===== config.mk =====
export PLATFORM = sky130hd
export DESIGN_NAME = mips_multicycle_ctrl
export DESIGN_NICKNAME = d
export VERILOG_FILES = /design/src/rtl/mips_multicycle_ctrl.sv
export SDC_FILE = /design/constraint.sdc
export NUM_CORES = 1
export LEC_CHECK = 0
export CORE_MARGIN = 4
export CORE_UTILIZATION = 50
export DETAILED_ROUTE_END_ITERATION = 7
export GPL_TIMING_DRIVEN = 0
export HOLD_SLACK_MARGIN = 0.05
export PLACE_DENSITY_LB_ADDON = 0.15
export SYNTH_ARGS = -nofsm -noshare
export SYNTH_HDL_FRONTEND = slang
export SYNTH_SLANG_ARGS = --single-unit

===== constraint.sdc =====
create_clock -name CLK -period 4.35 [get_ports CLK]
set_input_delay 0.87 -clock CLK [delete_from_list [all_inputs] [get_ports CLK]]
set_output_delay 0.87 -clock CLK [all_outputs]
set_load 0.005 [all_outputs]

===== src/rtl/mips_multicycle_ctrl.sv =====
`default_nettype none
// +----------------------------------------------------------------------------+
// | Module : mips_multicycle_ctrl                                               |
// | Desc   : Multi-cycle MIPS control FSM with memory-ready stall and retire    |
// |          counter.                                                          |
// | Rev    : 1.0  initial release                                               |
// +----------------------------------------------------------------------------+
module mips_multicycle_ctrl #(
  parameter bit WAIT_MEM = 1'b1,
  parameter int CNT_W    = 32
) (
  input  logic             CLK,
  input  logic             RST,
  input  logic [5:0]       Op,
  input  logic [5:0]       Funct,
  input  logic             Zero,
  input  logic             MemReady,
  output logic             IorD,
  output logic             MemRead,
  output logic             MemWrite,
  output logic             IRWrite,
  output logic             RegWrite,
  output logic [1:0]       RegDst,
  output logic [1:0]       MemtoReg,
  output logic             ExtZero,
  output logic             ALUSrcA,
  output logic [1:0]       ALUSrcB,
  output logic [1:0]       ALUOp,
  output logic [1:0]       PCSrc,
  output logic             PCEn,
  output logic             IllegalOp,
  output logic [3:0]       State,
  output logic [CNT_W-1:0] InsCount
);

  typedef enum logic [3:0] {
    S_FETCH  = 4'd0,  S_DECODE = 4'd1,  S_MEMADR = 4'd2,  S_MEMRD  = 4'd3,
    S_MEMWB  = 4'd4,  S_MEMWR  = 4'd5,  S_RTYPE  = 4'd6,  S_ALUWB  = 4'd7,
    S_BRANCH = 4'd8,  S_IEXEC  = 4'd9,  S_IWB    = 4'd10, S_JUMP   = 4'd11,
    S_JAL    = 4'd12, S_JR     = 4'd13
  } state_t;

  localparam logic [5:0] C_OP_RTYPE = 6'b000000;
  localparam logic [5:0] C_OP_LW    = 6'b100011;
  localparam logic [5:0] C_OP_SW    = 6'b101011;
  localparam logic [5:0] C_OP_BEQ   = 6'b000100;
  localparam logic [5:0] C_OP_BNE   = 6'b000101;
  localparam logic [5:0] C_OP_ADDI  = 6'b001000;
  localparam logic [5:0] C_OP_ANDI  = 6'b001100;
  localparam logic [5:0] C_OP_ORI   = 6'b001101;
  localparam logic [5:0] C_OP_XORI  = 6'b001110;
  localparam logic [5:0] C_OP_SLTI  = 6'b001010;
  localparam logic [5:0] C_OP_J     = 6'b000010;
  localparam logic [5:0] C_OP_JAL   = 6'b000011;
  localparam logic [5:0] C_FN_JR    = 6'b001000;

  typedef struct packed {
    logic       iord;
    logic       mem_read;
    logic       mem_write;
    logic       reg_write;
    logic [1:0] reg_dst;
    logic [1:0] mem_to_reg;
    logic       ext_zero;
    logic       alu_src_a;
    logic [1:0] alu_src_b;
    logic [1:0] alu_op;
    logic [1:0] pc_src;
    logic       pc_en;
  } ctrl_t;

  // Strobes that depend only on the state (and on Op, which is stable from DECODE on)
  function automatic ctrl_t decode_ctrl(input state_t s, input logic [5:0] op);
    ctrl_t c;
    c = '0;
    case (s)
      S_FETCH:  begin c.mem_read = 1'b1; c.alu_src_b = 2'd1; end
      S_DECODE: c.alu_src_b = 2'd3;
      S_MEMADR: begin c.alu_src_a = 1'b1; c.alu_src_b = 2'd2; end
      S_MEMRD:  begin c.mem_read = 1'b1; c.iord = 1'b1; end
      S_MEMWB:  begin c.reg_write = 1'b1; c.mem_to_reg = 2'd1; end
      S_MEMWR:  begin c.mem_write = 1'b1; c.iord = 1'b1; end
      S_RTYPE:  begin c.alu_src_a = 1'b1; c.alu_op = 2'b10; end
      S_ALUWB:  begin c.reg_write = 1'b1; c.reg_dst = 2'd1; end
      S_BRANCH: begin c.alu_src_a = 1'b1; c.alu_op = 2'b01; c.pc_src = 2'd1; end
      S_IEXEC, S_IWB: begin
        c.alu_op    = (op == C_OP_ADDI) ? 2'b00 : 2'b11;
        c.ext_zero  = (op == C_OP_ANDI) || (op == C_OP_ORI) || (op == C_OP_XORI);
        c.reg_write = (s == S_IWB);
        c.alu_src_a = (s == S_IEXEC);
        c.alu_src_b = (s == S_IEXEC) ? 2'd2 : 2'd0;
      end
      S_JUMP:   begin c.pc_src = 2'd2; c.pc_en = 1'b1; end
      S_JAL:    begin
        c.pc_src = 2'd2; c.pc_en = 1'b1; c.reg_write = 1'b1;
        c.reg_dst = 2'd2; c.mem_to_reg = 2'd2;
      end
      S_JR:     begin c.alu_src_a = 1'b1; c.pc_src = 2'd3; c.pc_en = 1'b1; end
      default:  c = '0;
    endcase
    return c;
  endfunction

  state_t             state_q, state_d;
  ctrl_t              ctrl_q, ctrl_d;
  logic [CNT_W-1:0]   ins_count_q, ins_count_d;
  logic               ready;
  logic               retire;
  logic               illegal;

  always_comb begin
    ready   = MemReady | ~WAIT_MEM;
    state_d = state_q;
    retire  = 1'b0;
    illegal = 1'b0;
    case (state_q)
      S_FETCH:  if (ready) state_d = S_DECODE;
      S_DECODE: begin
        case (Op)
          C_OP_RTYPE:            state_d = (Funct == C_FN_JR) ? S_JR : S_RTYPE;
          C_OP_LW, C_OP_SW:      state_d = S_MEMADR;
          C_OP_BEQ, C_OP_BNE:    state_d = S_BRANCH;
          C_OP_ADDI, C_OP_ANDI, C_OP_ORI,
          C_OP_XORI, C_OP_SLTI:  state_d = S_IEXEC;
          C_OP_J:                state_d = S_JUMP;
          C_OP_JAL:              state_d = S_JAL;
          default: begin
            state_d = S_FETCH;
            illegal = 1'b1;
          end
        endcase
      end
      S_MEMADR: state_d = (Op == C_OP_LW) ? S_MEMRD : S_MEMWR;
      S_MEMRD:  if (ready) state_d = S_MEMWB;
      S_MEMWR:  if (ready) begin state_d = S_FETCH; retire = 1'b1; end
      S_RTYPE:  state_d = S_ALUWB;
      S_IEXEC:  state_d = S_IWB;
      S_MEMWB, S_ALUWB, S_BRANCH, S_IWB, S_JUMP, S_JAL, S_JR: begin
        state_d = S_FETCH;
        retire  = 1'b1;
      end
      default:  state_d = S_FETCH;
    endcase
    ins_count_d = retire ? ins_count_q + CNT_W'(1) : ins_count_q;
    ctrl_d      = decode_ctrl(state_d, Op);
  end

  always_ff @(posedge CLK) begin
    if (!RST) begin
      state_q     <= S_FETCH;
      ins_count_q <= '0;
      ctrl_q      <= decode_ctrl(S_FETCH, Op);
    end else begin
      state_q     <= state_d;
      ins_count_q <= ins_count_d;
      ctrl_q      <= ctrl_d;
    end
  end

  // Handshake- and flag-qualified strobes cannot be registered ahead of time
  assign IRWrite   = (state_q == S_FETCH) & ready;
  assign PCEn      = ctrl_q.pc_en
                   | ((state_q == S_FETCH) & ready)
                   | ((state_q == S_BRANCH) & (Zero ^ (Op == C_OP_BNE)));
  assign IllegalOp = illegal;

  assign IorD      = ctrl_q.iord;
  assign MemRead   = ctrl_q.mem_read;
  assign MemWrite  = ctrl_q.mem_write;
  assign RegWrite  = ctrl_q.reg_write;
  assign RegDst    = ctrl_q.reg_dst;
  assign MemtoReg  = ctrl_q.mem_to_reg;
  assign ExtZero   = ctrl_q.ext_zero;
  assign ALUSrcA   = ctrl_q.alu_src_a;
  assign ALUSrcB   = ctrl_q.alu_src_b;
  assign ALUOp     = ctrl_q.alu_op;
  assign PCSrc     = ctrl_q.pc_src;
  assign State     = state_q;
  assign InsCount  = ins_count_q;

endmodule
`default_nettype wire


### Word level (Yosys, flattened, before mapping)

Index checks and enable logic that the tools add are counted.

| word-level totals | value |
|---|---|
| flip-flop bits (word level) | 53 |
| input port bits | 16 |
| output and inout bits | 55 |
| word-level logic and storage cells | 100 |

| cells by class | value |
|---|---|
| $add $sub $neg | 1 |
| equal/unequal tests | 38 |
| mux-type cells | 24 |
| bitwise operators | 5 |
| reduce and logical (&&, ||, !) cells | 18 |

Operators with widths:

| cell | count |
|---|---|
| $eq 4x4->1 const B | 12 |
| $eq 6x4->1 const B | 6 |
| $add 32x1->32 const B | 1 |
| $eq 4x3->1 const B | 8 |
| $pmux 4 s7 | 1 |
| $pmux 4 s6 | 1 |
| $eq 4x2->1 const B | 4 |
| $mux 4 | 4 |
| $eq 6x2->1 const B | 2 |
| $eq 6x3->1 const B | 2 |
| $eq 6x6->1 const B | 2 |
| $pmux 2 s3 | 2 |
| $reduce_or 12->1 | 1 |
| $reduce_or 2->1 | 6 |
| $eq 4x1->1 const B | 2 |
| $logic_not 4->1 | 2 |
| $pmux 2 s2 | 2 |
| $pmux 2 s4 | 1 |
| $mux 1 | 7 |
| $reduce_or 7->1 | 1 |
| $logic_not 6->1 | 1 |
| $pmux 1 s2 | 3 |
| $reduce_or 3->1 | 2 |
| $reduce_or 5->1 | 1 |
| other kinds (8) | 12 |

### Logic depth before layout (Yosys ltp)

Gate-level depths: netlist of the first run.

| depth | value |
|---|---|
| depth in word-level cells | 7 |
| depth in mapped cells | 10 |

### Least setup slack after synthesis of the first run

No wires, ideal clock.

| timing | value |
|---|---|
| path kind | input port to output port |
| start point | input port Op[5] |
| end point | output port PCEn |
| arrival | 1.816 ns |
| data required time | 3.480 ns |
| path slack | 1.664 ns |
| cell stages on the path | 6 |
| path buffers | 1 |
| path through | clkbuf_1 -> nor3_1 -> nand4_1 -> xor2_1 -> a211oi_1 -> or2_2 |

| on the way | value |
|---|---|
| cells in the longest elaborated chain, start to end | 4 |

Ends and longest elaborated chain:

| what | line | RTL |
|---|---|---|
| start: declaration | 14 | `input logic [5:0] Op,` |
| $eq 6x3->1 | 164 | `\| ((state_q == S_BRANCH) & (Zero ^ (Op == C_OP_BNE)));` |
| $xor 1x1->1 | 164 |  |
| $and 1x1->1 | 164 |  |
| $or 1x1->1 | 164 |  |
| end: declaration | 30 | `output logic PCEn,` |

No other way between the ends.

### Final worst setup path of the first run

| timing | value |
|---|---|
| start point | input port Op[0] |
| end point | output port PCEn |

Same word-level chain as after synthesis.

==> flow_metrics.py, run 1 <==
metrics = {
    "grt": {
        "grt_max_degree": 17,
        "grt_pass1_vias": 2403,
        "grt-ovfl-total": 0,
        "met3_usage_pct": 3.80,
        "grt_pass1_wl_um": 11000,
        "grtUsageMet2_pct": 32.1,
        "met1_usage_pct": 29.0,
        "grt_usage_pct": 20.5,
        "busiest_layer": "met2",
        "antenna_found_initial": 0,
    },
    "worst_hold_path": {
        "hold_class": "flop to flop",
        "hold_start": "InsCount[9]",
    },
    "logic_synthesis": {
        "syn_nets": 356,
        "synth.distinct_cells": 57,
        "syn_avg_cell_area_um2": 8.22,
        "synth_edf_count": 0,
        "yosysMostFrequentCell": "dfxtp_1",
        "ys_ff_latch": 53,
        "synthTopCellsByCount": "dfxtp_1 (53), nor2_1 (34), nand2_1 (27)",
        "syn_area_mm2": 0.00279,
        "ys_warn_count": 0,
        "ys_async_sr_fraction_pct": 0,
        "synth-seq-area-share_pct": 38.1,
        "netlist.area_leader.share_pct": 38.1,
        "synth_ff_type": "dfxtp_1",
        "yosys.area.top_type": "dfxtp_1",
        "synthCells": 339,
        "synthTopCellsByArea": "dfxtp_1 (38%), xnor2_1 (4.7%), nor2_1 (4.6%)",
    },
    "routing": {
        "wl_per_cell_um": 13.6,
        "viasPerCell": 5.51,
        "drt_iter0_drc": 170,
        "vias": 2660,
        "wl_um": 6570,
        "drc_errors": 0,
        "ant_nets": 0,
        "first_pass_iters": 4,
    },
    "worst_setup_path": {
        "start_kind": "input pin",
        "startpoint": "Op[0]",
        "crit_fanout": 10,
        "cp_common_cell": "clkdlybuf4s50_1",
        "critPathArrivalTime_ns": 2.91,
        "crit_required_ns": 3.48,
        "timing.critical_path.buf_inv": 3,
        "cpPeakStageDelay_ns": 0.51,
        "crit_family": "buffers and inverters",
        "reg2reg_slack_ns": 1.92,
        "r2r-start": "State[2]",
        "cp_slowest_cell": "clkdlybuf4s50_1",
        "crit_chain": "clkdlybuf4s50_1 > clkbuf_1 > nand4_1 > xor2_1 > a211oi_1 > or2_2 > clkdlybuf4s50_1",
        "worstSetupPathType": "input pin to output pin",
        "end_kind": "output pin",
    },
    "pwr": {
        "peakVddDrop_uv": 198,
        "cellLeakagePower_nw": 1.26,
        "p_per_area_mw_per_mm2": 250,
        "p_total_mw": 0.912,
    },
    "clock_network": {
        "cts_hold_buffers": 0,
        "cts_setup_buffers": 0,
        "clkTransAtPathRegs_ns": 0.10,
        "ctsResizeCount": 0,
        "cts_tree": "done",
        "clockBufferDepth": 2,
        "root_buffer": "clkbuf_8",
        "insertion_delay_ns": 0.30,
        "clkSinkCount": 53,
        "htreeDepth": 2,
        "cts_buffers": 5,
    },
    "timing": {
        "setup_viol": 0,
        "tightestPinTransition_ns": 0.997,
        "final.setup.worst_slack_ns": 0.567,
        "fmax_mhz": 264,
        "slew_violations": 0,
        "maxSlewHeadroom_pct": 32.5,
        "layout_worst_path_cycle_share_pct": 87.0,
        "tns_ns": 0,
        "skew_ns": 0.00895,
        "rsz0062_at_grt": "false",
        "final_hold_viol_count": 0,
        "post-route-min-period_ns": 3.78,
    },
    "floorplan": {
        "initial_core_util_pct": 53.2,
        "rows": 26,
        "ios": 71,
        "die_y_um": 82.7,
        "die_w_um": 82.7,
        "core_mm2": 0.00524,
        "die_area_mm2": 0.00683,
    },
    "finish": {
        "fill_cells": 438,
        "diodes": 0,
        "layout-drive-gt1-share_pct": 7.26,
        "fin_nets": 429,
        "layout.cells.non_filler": 483,
        "fin_util_pct": 69.6,
        "syn2layout_area_growth_pct": 30.8,
    },
    "placement": {
        "pre_cts_ws_ns": 0.575,
        "gp_congestion": 0.899,
        "portBuffers": 66,
        "place_hpwl_um": 4930,
        "placedCellCount": 475,
    },
    "outcome": {
        "status": "complete, no violations",
    },
    "job": {
        "drv_cap": 0,
    },
}
==> path summary, 6_finish.rpt <==
path                               endpoint  cells past startpoint
worst min-delay path            InsCount[9]                      2
worst max register to register     ALUOp[1]                      7
worst max-delay path                   PCEn                      7
worst min register to register  InsCount[9]                      2
==> stage by stage <==
step / hold WS (ns) / cell area, um2
2_1_floorplan: 0.459 / 2790
3_3_place_gp: 0.455 / 3530
4_1_cts: 0.495 / 3650
6_report: 0.492 / 3650
3_5_place_dp: 0.480 / 3530
5_1_grt: 0.527 / 3650
==> flip-flops by register name, summed over array words and instances (netlist names) <==
register and count:
RegWrite 1, IorD 1, MemWrite 1, ALUOp 2, ALUSrcB 2, InsCount 32
ctrl_q 1, ExtZero 1, PCSrc 2, MemtoReg 2, ALUSrcA 1, RegDst 2
MemRead 1, State 4
==> logic make-up (layout without fill, tap and decap cells) <==
group / Yosys count / in the layout / share of synthesized area (%)
multiplexers: 7 / 7 / 2.51
adder cells (fa/ha/maj): 1 / 1 / 0.449
flip-flops: 53 / 53 / 38.1
buffers and inverters: 47 / 121 / 8.44
AND/OR/NAND/NOR: 156 / 156 / 30.2
AO/OA/AOI/OAI: 57 / 57 / 14.6
XOR/XNOR: 18 / 18 / 5.66
==> layer usage <==
metal	vias to the layer above	wire length, um
met5	-	0
met4	0	46
met3	4	396
met2	87	3030
met1	1234	3100
li1	1335	-
==> worst register-to-register path, stage by stage, from the launching register on <==
cell	delay, ns
dfxtp_1	0.38
clkbuf_1	0.32
o21ai_0	0.18
a221oi_1	0.30
nor2_1	0.13
nor2_1	0.51
o21ai_0	0.26
a32o_1	0.26
==> cells in the final DEF (no fill, tap or decap), types with 11 or more instances in the layout <==
cell type and n:
clkdlybuf4s50_1 66, dfxtp_1 53, nor2_1 34, nand2_1 27, clkbuf_1 15, inv_1 15
xnor2_1 15, o21ai_0 14, nor3_1 11, nand3_1 11
==> report_power, final <==
group | switching [mW] | internal [mW] | leakage [nW]
logic | 0.0457 | 0.0413 | 0.778
registers | 0.00326 | 0.489 | 0.428
clock network | 0.160 | 0.173 | 0.0554
==> area by class of cell <==
cell class	instances	area, um2	share of cell area [%]
Multi-Input combinational cell	239	1490	40.9
Sequential cell	53	1060	29.1
Timing Repair Buffer	66	661	18.1
Buffer	31	175	4.80
Tap cell	70	87.6	2.40
Clock buffer	6	72.6	1.99
Inverter	16	60.1	1.65
Clock inverter	2	38.8	1.06
(Power assumes the default switching activity.)
==> inputs of run 2 (changes only) <==
Settings changed: SETUP_SLACK_MARGIN from default to 0.5.
==> run 2 against run 1 <==
- final cell count unchanged
- non-clock buffer count unchanged
- via count down 0.15%
- global-route usage unchanged
- clock-buffer cell count unchanged
- sequential share of layout area about the same
- critical endpoint unchanged
- largest power group unchanged
==> flow_metrics.py, run 2 (synthesis results as in run 1) <==
metrics = {
    "clock_network": {
        "insertion_delay_ns": 0.31,
        "htreeDepth": 2,
        "cts_tree": "done",
        "clkSinkCount": 53,
        "ctsResizeCount": 0,
        "clkTransAtPathRegs_ns": 0.10,
        "clockBufferDepth": 2,
        "cts_setup_buffers": 0,
        "cts_buffers": 5,
        "root_buffer": "clkbuf_8",
        "cts_hold_buffers": 0,
    },
    "floorplan": {
        "core_mm2": 0.00524,
        "die_area_mm2": 0.00683,
        "ios": 71,
        "initial_core_util_pct": 53.2,
        "rows": 26,
        "die_w_um": 82.7,
        "die_y_um": 82.7,
    },
    "finish": {
        "layout-drive-gt1-share_pct": 7.75,
        "layout_common_cells": "clkdlybuf4s50_1 (66), dfxtp_1 (53), nor2_1 (34), nand2_1 (27)",
        "syn2layout_area_growth_pct": 30.9,
        "largest_register_ffs": 32,
        "fin_util_pct": 69.7,
        "final_common_cell": "clkdlybuf4s50_1",
        "finalInstanceArea_mm2": 0.00365,
        "fin_nets": 429,
        "diodes": 0,
    },
    "routing": {
        "drc_errors": 0,
        "viasPerCell": 5.50,
        "wl_um": 6560,
        "first_pass_iters": 5,
        "drt_iter0_drc": 187,
        "wl_per_cell_um": 13.6,
        "vias": 2656,
        "ant_nets": 0,
    },
    "timing": {
        "skew_ns": 0.00921,
        "tns_ns": 0,
        "layout_worst_path_cycle_share_pct": 83.5,
        "fmax_mhz": 275,
        "tightestPinTransition_ns": 1.02,
        "slew_violations": 0,
        "post-route-min-period_ns": 3.63,
        "whs_ns": 0.490,
        "rsz0062_at_grt": "false",
        "setup_viol": 0,
        "final_hold_viol_count": 0,
        "maxSlewHeadroom_pct": 31.0,
    },
    "pwr": {
        "p_total_mw": 0.912,
        "p_per_area_mw_per_mm2": 250,
        "peakVddDrop_uv": 198,
        "cellLeakagePower_nw": 1.27,
    },
    "grt": {
        "grt_usage_pct": 20.5,
        "antenna_found_initial": 0,
        "grt_pass1_wl_um": 11000,
        "grt_max_degree": 17,
        "grt-ovfl-total": 0,
        "grt_pass1_vias": 2403,
    },
    "placement": {
        "gp_congestion": 0.899,
        "place_hpwl_um": 4930,
        "place_area_mm2": 0.00353,
        "portBuffers": 66,
    },
    "worst_setup_path": {
        "worstSetupPathType": "input pin to output pin",
        "cpPeakStageDelay_ns": 0.53,
        "end_kind": "output pin",
        "start_kind": "input pin",
        "crit_chain": "clkdlybuf4s50_1 > clkbuf_2 > nand4_1 > xor2_1 > a211oi_1 > or2_2 > clkdlybuf4s50_1",
        "crit_required_ns": 3.48,
        "crit_fanout": 10,
        "cp_slowest_cell": "clkdlybuf4s50_1",
        "cp_common_cell": "clkdlybuf4s50_1",
        "critPathArrivalTime_ns": 2.76,
    },
    "worst_hold_path": {
        "hold_class": "flop to flop",
    },
    "outcome": {
        "status": "complete, no violations",
    },
    "job": {
        "drv_cap": 0,
    },
}
-- run 2: path summary, 6_finish.rpt --
check | cells past startpoint | from | endpoint | slack, ns
worst max register to register | 7 | State[2] | ALUOp[1] | 1.93
worst min-delay path | 2 | InsCount[9] | InsCount[9] | 0.49
worst min register to register | 2 | InsCount[9] | InsCount[9] | 0.49
worst max-delay path | 7 | Op[2] | PCEn | 0.72
-- run 2: layer usage --
metal | track usage (%) | vias up | wire [um]
met1 | 29.0 | 1221 | 3110
met3 | 3.80 | 7 | 398
met4 | 5.07 | 0 | 67
met5 | 0 | - | 0
met2 | 32.1 | 90 | 2980
li1 | - | 1338 | -
-- run 2: area by class of cell --
cell class	instances	area, um2
plain buffers	31	178
clock buffers	6	72.6
clock inverters	2	38.8
fillers	438	1590
inverters	16	60.1
multi-input cells	239	1490
flip-flops and latches	53	1060
well taps	70	87.6
repair buffers	66	661
-- run 2: stage by stage --
step / instances / worst slack, ns
floorplan: 339 / 1.66
global placement: 475 / 0.572
detailed placement: 475 / 0.575
CTS: 483 / 0.582
global route: 483 / 0.608
finish: 483 / 0.716
-- run 2: where the power goes --
| group | internal [mW] | switching, mW | leakage (nW) | total, mW |
|---|---|---|---|---|
| combinational | 0.0415 | 0.0454 | 0.784 | 0.0870 |
| sequential | 0.489 | 0.00323 | 0.428 | 0.492 |
| clock | 0.173 | 0.160 | 0.0554 | 0.333 |
| total | 0.703 | 0.209 | 1.27 | 0.912 |
-- run 2: worst max-delay path: cells and delay by family --
family | cells | cell delay [ns]
compound gates | 1 | 0.22
xor+xnor | 1 | 0.16
simple gates | 2 | 0.27
buf+inv | 3 | 1.26
